==> src/rtl/unidade_busca_if.sv <==
// Fetch-stage bundle: next-PC/control inputs, instruction memory handshake and the pc/inst pair
// presented downstream. The master modport is the fetch unit; slave is everything around it.
interface unidade_busca_if;
  logic [31:0] prox_pc;
  logic        avanca;
  logic        halt;
  logic        mem_ready;
  logic [0:31] mem_data;
  logic        mem_req;
  logic [31:0] mem_addr;
  logic [31:0] pc;
  logic [0:31] inst;
  logic        inst_valid;
  logic        halted;
  logic        fault;
  logic [31:0] num_inst;

  modport master (
    input  prox_pc, avanca, halt, mem_ready, mem_data,
    output mem_req, mem_addr, pc, inst, inst_valid, halted, fault, num_inst
  );

  modport slave (
    output prox_pc, avanca, halt, mem_ready, mem_data,
    input  mem_req, mem_addr, pc, inst, inst_valid, halted, fault, num_inst
  );
endinterface

==> src/rtl/unidade_busca.sv <==
// Instruction fetch stage: holds the PC, fetches inst over a req/ready handshake, holds it
// stable until the control unit commits the next PC; supports halt, memory timeout and a fetch counter.
module unidade_busca #(
  parameter logic [31:0] PC_INICIAL  = 32'd0,
  parameter int          MEM_TIMEOUT = 15
) (
  input logic             clk,
  input logic             reset,
  unidade_busca_if.master bus
);

  typedef enum logic [1:0] {ESPERA, PRONTA, PARADA, ERRO} estado_t;

  localparam logic [7:0] TIMEOUT_LAST = 8'(MEM_TIMEOUT - 1);

  estado_t     r_estado;
  estado_t     w_prox_estado;
  logic [31:0] r_pc;
  logic [0:31] r_inst;
  logic [31:0] r_num_inst;
  logic [7:0]  r_cnt_espera;
  logic        w_timeout;

  // Fault fires on the MEM_TIMEOUT-th consecutive edge with ready low.
  assign w_timeout = (r_estado == ESPERA) && !bus.mem_ready && (r_cnt_espera == TIMEOUT_LAST);

  always_ff @(posedge clk or posedge reset) begin
    if (reset) r_estado <= ESPERA;
    else       r_estado <= w_prox_estado;
  end

  always_comb begin
    w_prox_estado = r_estado;
    case (r_estado)
      ESPERA: begin
        if (bus.mem_ready)  w_prox_estado = PRONTA;
        else if (w_timeout) w_prox_estado = ERRO;
      end
      PRONTA: begin
        if (bus.avanca) w_prox_estado = bus.halt ? PARADA : ESPERA;
      end
      PARADA: begin
        if (!bus.halt) w_prox_estado = ESPERA;
      end
      default: w_prox_estado = ERRO;
    endcase
  end

  always_ff @(posedge clk or posedge reset) begin
    if (reset) begin
      r_pc         <= PC_INICIAL;
      r_inst       <= '0;
      r_num_inst   <= '0;
      r_cnt_espera <= '0;
    end else begin
      case (r_estado)
        ESPERA: begin
          if (bus.mem_ready) begin
            r_inst       <= bus.mem_data;
            r_num_inst   <= r_num_inst + 32'd1;
            r_cnt_espera <= '0;
          end else begin
            r_cnt_espera <= r_cnt_espera + 8'd1;
          end
        end
        PRONTA: begin
          if (bus.avanca) r_pc <= bus.prox_pc;
        end
        default: ;
      endcase
    end
  end

  assign bus.mem_req    = (r_estado == ESPERA);
  assign bus.mem_addr   = r_pc;
  assign bus.pc         = r_pc;
  assign bus.inst       = r_inst;
  assign bus.inst_valid = (r_estado == PRONTA);
  assign bus.halted     = (r_estado == PARADA);
  assign bus.fault      = (r_estado == ERRO);
  assign bus.num_inst   = r_num_inst;

endmodule

==> src/flat_wrapper.sv <==
// flat-port wrapper written by rule: the top's interface ports become plain ports
module unidade_busca_flat 
#(
  parameter logic [31:0] PC_INICIAL  = 32'd0,
  parameter int          MEM_TIMEOUT = 15
)
  (clk, reset, bus_prox_pc, bus_avanca, bus_halt, bus_mem_ready, bus_mem_data, bus_mem_req, bus_mem_addr, bus_pc, bus_inst, bus_inst_valid, bus_halted, bus_fault, bus_num_inst);
  unidade_busca_if bus_i ();
  input logic clk;
  input logic reset;
  input wire logic [$bits(bus_i.prox_pc)-1:0] bus_prox_pc;
  input wire logic [$bits(bus_i.avanca)-1:0] bus_avanca;
  input wire logic [$bits(bus_i.halt)-1:0] bus_halt;
  input wire logic [$bits(bus_i.mem_ready)-1:0] bus_mem_ready;
  input wire logic [$bits(bus_i.mem_data)-1:0] bus_mem_data;
  output wire logic [$bits(bus_i.mem_req)-1:0] bus_mem_req;
  output wire logic [$bits(bus_i.mem_addr)-1:0] bus_mem_addr;
  output wire logic [$bits(bus_i.pc)-1:0] bus_pc;
  output wire logic [$bits(bus_i.inst)-1:0] bus_inst;
  output wire logic [$bits(bus_i.inst_valid)-1:0] bus_inst_valid;
  output wire logic [$bits(bus_i.halted)-1:0] bus_halted;
  output wire logic [$bits(bus_i.fault)-1:0] bus_fault;
  output wire logic [$bits(bus_i.num_inst)-1:0] bus_num_inst;
  assign bus_i.prox_pc = bus_prox_pc;
  assign bus_i.avanca = bus_avanca;
  assign bus_i.halt = bus_halt;
  assign bus_i.mem_ready = bus_mem_ready;
  assign bus_i.mem_data = bus_mem_data;
  assign bus_mem_req = bus_i.mem_req;
  assign bus_mem_addr = bus_i.mem_addr;
  assign bus_pc = bus_i.pc;
  assign bus_inst = bus_i.inst;
  assign bus_inst_valid = bus_i.inst_valid;
  assign bus_halted = bus_i.halted;
  assign bus_fault = bus_i.fault;
  assign bus_num_inst = bus_i.num_inst;
  unidade_busca #(.PC_INICIAL(PC_INICIAL), .MEM_TIMEOUT(MEM_TIMEOUT)) u_core (.clk(clk), .reset(reset), .bus(bus_i));
endmodule
==> config.mk <==
export PLATFORM = sky130hd
export DESIGN_NAME = unidade_busca_flat
export DESIGN_NICKNAME = d
export VERILOG_FILES = /design/src/rtl/unidade_busca_if.sv /design/src/rtl/unidade_busca.sv /design/src/flat_wrapper.sv
export SDC_FILE = /design/constraint.sdc
export NUM_CORES = 1
export LEC_CHECK = 0
export CAP_MARGIN = 20
export CORE_MARGIN = 4
export CORE_UTILIZATION = 35
export CTS_CLUSTER_SIZE = 8
export DETAILED_ROUTE_END_ITERATION = 10
export PLACE_DENSITY = 0.74
export SYNTH_ARGS = -nofsm -noshare
export SYNTH_HDL_FRONTEND = slang
export SYNTH_SLANG_ARGS = --single-unit
==> constraint.sdc <==
create_clock -name clk -period 3.55 [get_ports clk]
set_clock_uncertainty 0.15 [all_clocks]
set_input_delay 0.5325 -clock clk [delete_from_list [all_inputs] [get_ports clk]]
set_output_delay 0.5325 -clock clk [all_outputs]
set_load 0.02 [all_outputs]
==> results.py <==
metrics = {
    "clocking": {
        "cts_setup_buffers": 0,
        "clkLatencyLatePin_ns": 0.35,
        "cts_sinks": 106,
        "clock-root-buffer": "clkbuf_16",
        "path_clk_slew_ns": 0.07,
        "numCtsBuffers": 9,
        "cts_hold_buf": 0,
        "htreeDepth": 3,
        "clockBufferDepth": 2,
        "postCtsResizedCells": 0,
        "tritoncts": "done",
    },
    "synth": {
        "yosysTopAreaCell": "dfrtp_1",
        "synthCells": 432,
        "syn_area_per_cell_um2": 10.84,
        "yosys_register_bits": 106,
        "yosysSeqAreaShare": 0.5667,
        "synth_area_um2": 4681,
        "synthArstFlopShare": 1.000,
        "syn_nets": 508,
        "synth_ff_type": "dfrtp_1",
        "netlist_top_cells_count": "112 x nand2_1, 106 x dfrtp_1, 34 x mux2_2, 32 x buf_4, 18 x xor2_1",
        "yosysTopAreaCellShare": 0.5667,
        "ys_types": 36,
        "yosys_warnings": 0,
        "synth-edff-count": 0,
        "synthTopCellsByArea": "dfrtp_1 57%, nand2_1 9.0%, mux2_2 8.2%",
        "yosysMostFrequentCell": "nand2_1",
    },
    "floorplan": {
        "die_height_um": 123.6,
        "die-area_um2": 15290,
        "ios": 201,
        "start_util": 0.3635,
        "rows": 41,
        "die_w_um": 123.6,
        "design.core.area_um2": 12880,
    },
    "layout": {
        "fin_nets": 678,
        "syn_to_final_growth_pct": 48.65,
        "final_layout_size_suffix_gt1_frac": 0.1005,
        "nFillCells": 1127,
        "multi_input_area_um2": 1665,
        "diodes": 0,
        "seqCellArea_um2": 2653,
    },
    "place": {
        "preCtsSetupSlack_ns": 0.6628,
        "dp_hpwl_mm": 8.784,
        "globalplace.congestion": 0.8108,
        "portBuffers": 200,
    },
    "drt": {
        "routed_wl_mm": 11.71,
        "drcViolationCount": 0,
        "first_pass_iters": 5,
        "ant_nets": 0,
        "avgViaCountPerCell": 4.732,
        "vias": 3686,
        "drt_iter0_drc": 172,
        "wire_per_inst_um": 15.03,
    },
    "global_route": {
        "grt-ovfl-total": 0,
        "grt_pass1_wl_mm": 18.70,
        "track_usage": 0.1562,
        "antenna_found_initial": 0,
        "grt_pass1_vias": 3856,
        "grt_max_degree": 60,
    },
    "power": {
        "power_frac_comb": 0.491,
        "power_leakage_nw": 3.174,
        "peakVddDrop_v": 0.0004094,
        "seqPwrFrac": 0.339,
        "totalPowerFinal_mw": 5.847,
        "clock_power_share": 0.169,
        "p_sw_mw": 2.192,
        "intPower_mw": 3.655,
        "swShare": 0.3749,
        "p_per_area_nw_per_um2": 840.3,
    },
    "timing": {
        "grt_setup_unrepaired": "false",
        "timing.setup.tns_ns": 0,
        "setup_viol": 0,
        "period_needed_ns": 2.537,
        "maxSlewHeadroom": 0.5177,
        "fin_crit_sh": 0.7146,
        "setup_ws_ns": 1.013,
        "worst_slew_pin_slew_ns": 0.7174,
        "fmax_ghz": 0.3942,
        "finalHoldViolCount": 0,
        "drv_slew": 0,
    },
    "critical_path": {
        "r2r_start": "u_core.r_estado[0]",
        "required_ns": 2.87,
        "end_kind": "output pin",
        "r2r_setup_slack_ns": 1.03,
        "crit_fanout": 16,
        "startpoint": "u_core.r_estado[0]",
        "start_kind": "flop",
        "worstPathArrival_ns": 1.85,
        "worstSetupPathType": "flop to output pin",
    },
    "flow_run": {
        "maxCapViolations": 0,
    },
    "min_path": {
        "hold_path_class": "flop to flop",
        "min-delay-start": "u_core.bus.num_inst[31]",
    },
    "outcome": {
        "outcome": "finished, final reports clean",
    },
}
## per-layer routing
layer  global-route usage  up-vias  wire [um]
met2               0.2589      175       5501
met3              0.06040       13       1306
met4              0.05952        0        197
li1                     -     1737          -
met1               0.1832     1761       4706
met5                    0        -          0
## area by class of cell
type,instances,share of cell area
Timing Repair Buffer,207,0.2971
Sequential cell,106,0.3812
Clock buffer,15,0.04280
Inverter,14,0.007912
Multi-Input combinational cell,264,0.2393
Clock inverter,1,0.0007193
Tap cell,172,0.03093
## cell usage in the layout, fill, tap and decap left out, types with 6 or more instances in the layout
cell type	netlist	layout
nor4_1	10	10
nor3_1	6	6
clkdlybuf4s50_1	0	200
clkbuf_16	0	9
and3_1	8	8
xnor2_1	15	15
buf_4	32	6
xor2_1	18	18
mux2_2	34	34
inv_1	14	13
nand4_1	7	7
dfrtp_1	106	106
nand3_1	12	12
ha_1	7	7
nand2_1	112	112
nor2_1	7	7
## per-stage QoR
step / util / instances / hold slack (ns) / instance area, um2
3_5_place_dp: 0.5169 / 763 / 0.3161 / 6655
2_1_floorplan: - / 432 / 0.3460 / 4681
6_report: 0.5404 / 779 / 0.3264 / 6958
3_3_place_gp: 0.5169 / 763 / 0.3087 / 6655
5_1_grt: 0.5404 / 779 / 0.3420 / 6958
4_1_cts: 0.5404 / 779 / 0.3287 / 6958
## power by group through the flow
stage / Combinational, mW / Clock, mW / Sequential, mW
final: 2.87 / 0.990 / 1.98
after global routing: 3.10 / 1.08 / 2.05
after CTS: 2.92 / 1.02 / 1.99
after detailed placement: 2.91 / 0 / 2.00
after global placement: 2.86 / 0 / 1.97
after floorplan: 1.26 / 0 / 2.40
## flip-flops by register name, indices dropped and copies added, names as in the netlist
register	flops
u_core.bus.inst	32
u_core.bus.mem_addr	32
u_core.r_cnt_espera	8
u_core.bus.num_inst	32
u_core.r_estado	2
## path summary, 6_finish.rpt
path	end	depth (start not counted)
max reg2reg	u_core.bus.num_inst[28]	7
min reg2reg	u_core.bus.num_inst[31]	1
max in group asynchronous	u_core.bus.inst[16]	3
max	bus_mem_req	4
min	u_core.bus.num_inst[31]	1
min in group asynchronous	u_core.bus.mem_addr[4]	2
## cell families after synthesis
family          after synthesis  synth area share
flops                       106            0.5667
mux                          37           0.08821
buf+inv                      62           0.07752
fa+ha+maj                     7           0.01871
compound gates               11           0.01523
xor+xnor                     33           0.06175
simple gates                176            0.1719
## critical path, stage by stage, from the launching register on
cell and delay, ns:
dfrtp_1 0.40, inv_1 0.12, ha_1 0.16, buf_4 0.20, clkdlybuf4s50_1 0.64
Note: power is estimated with default switching activity, not from simulation.
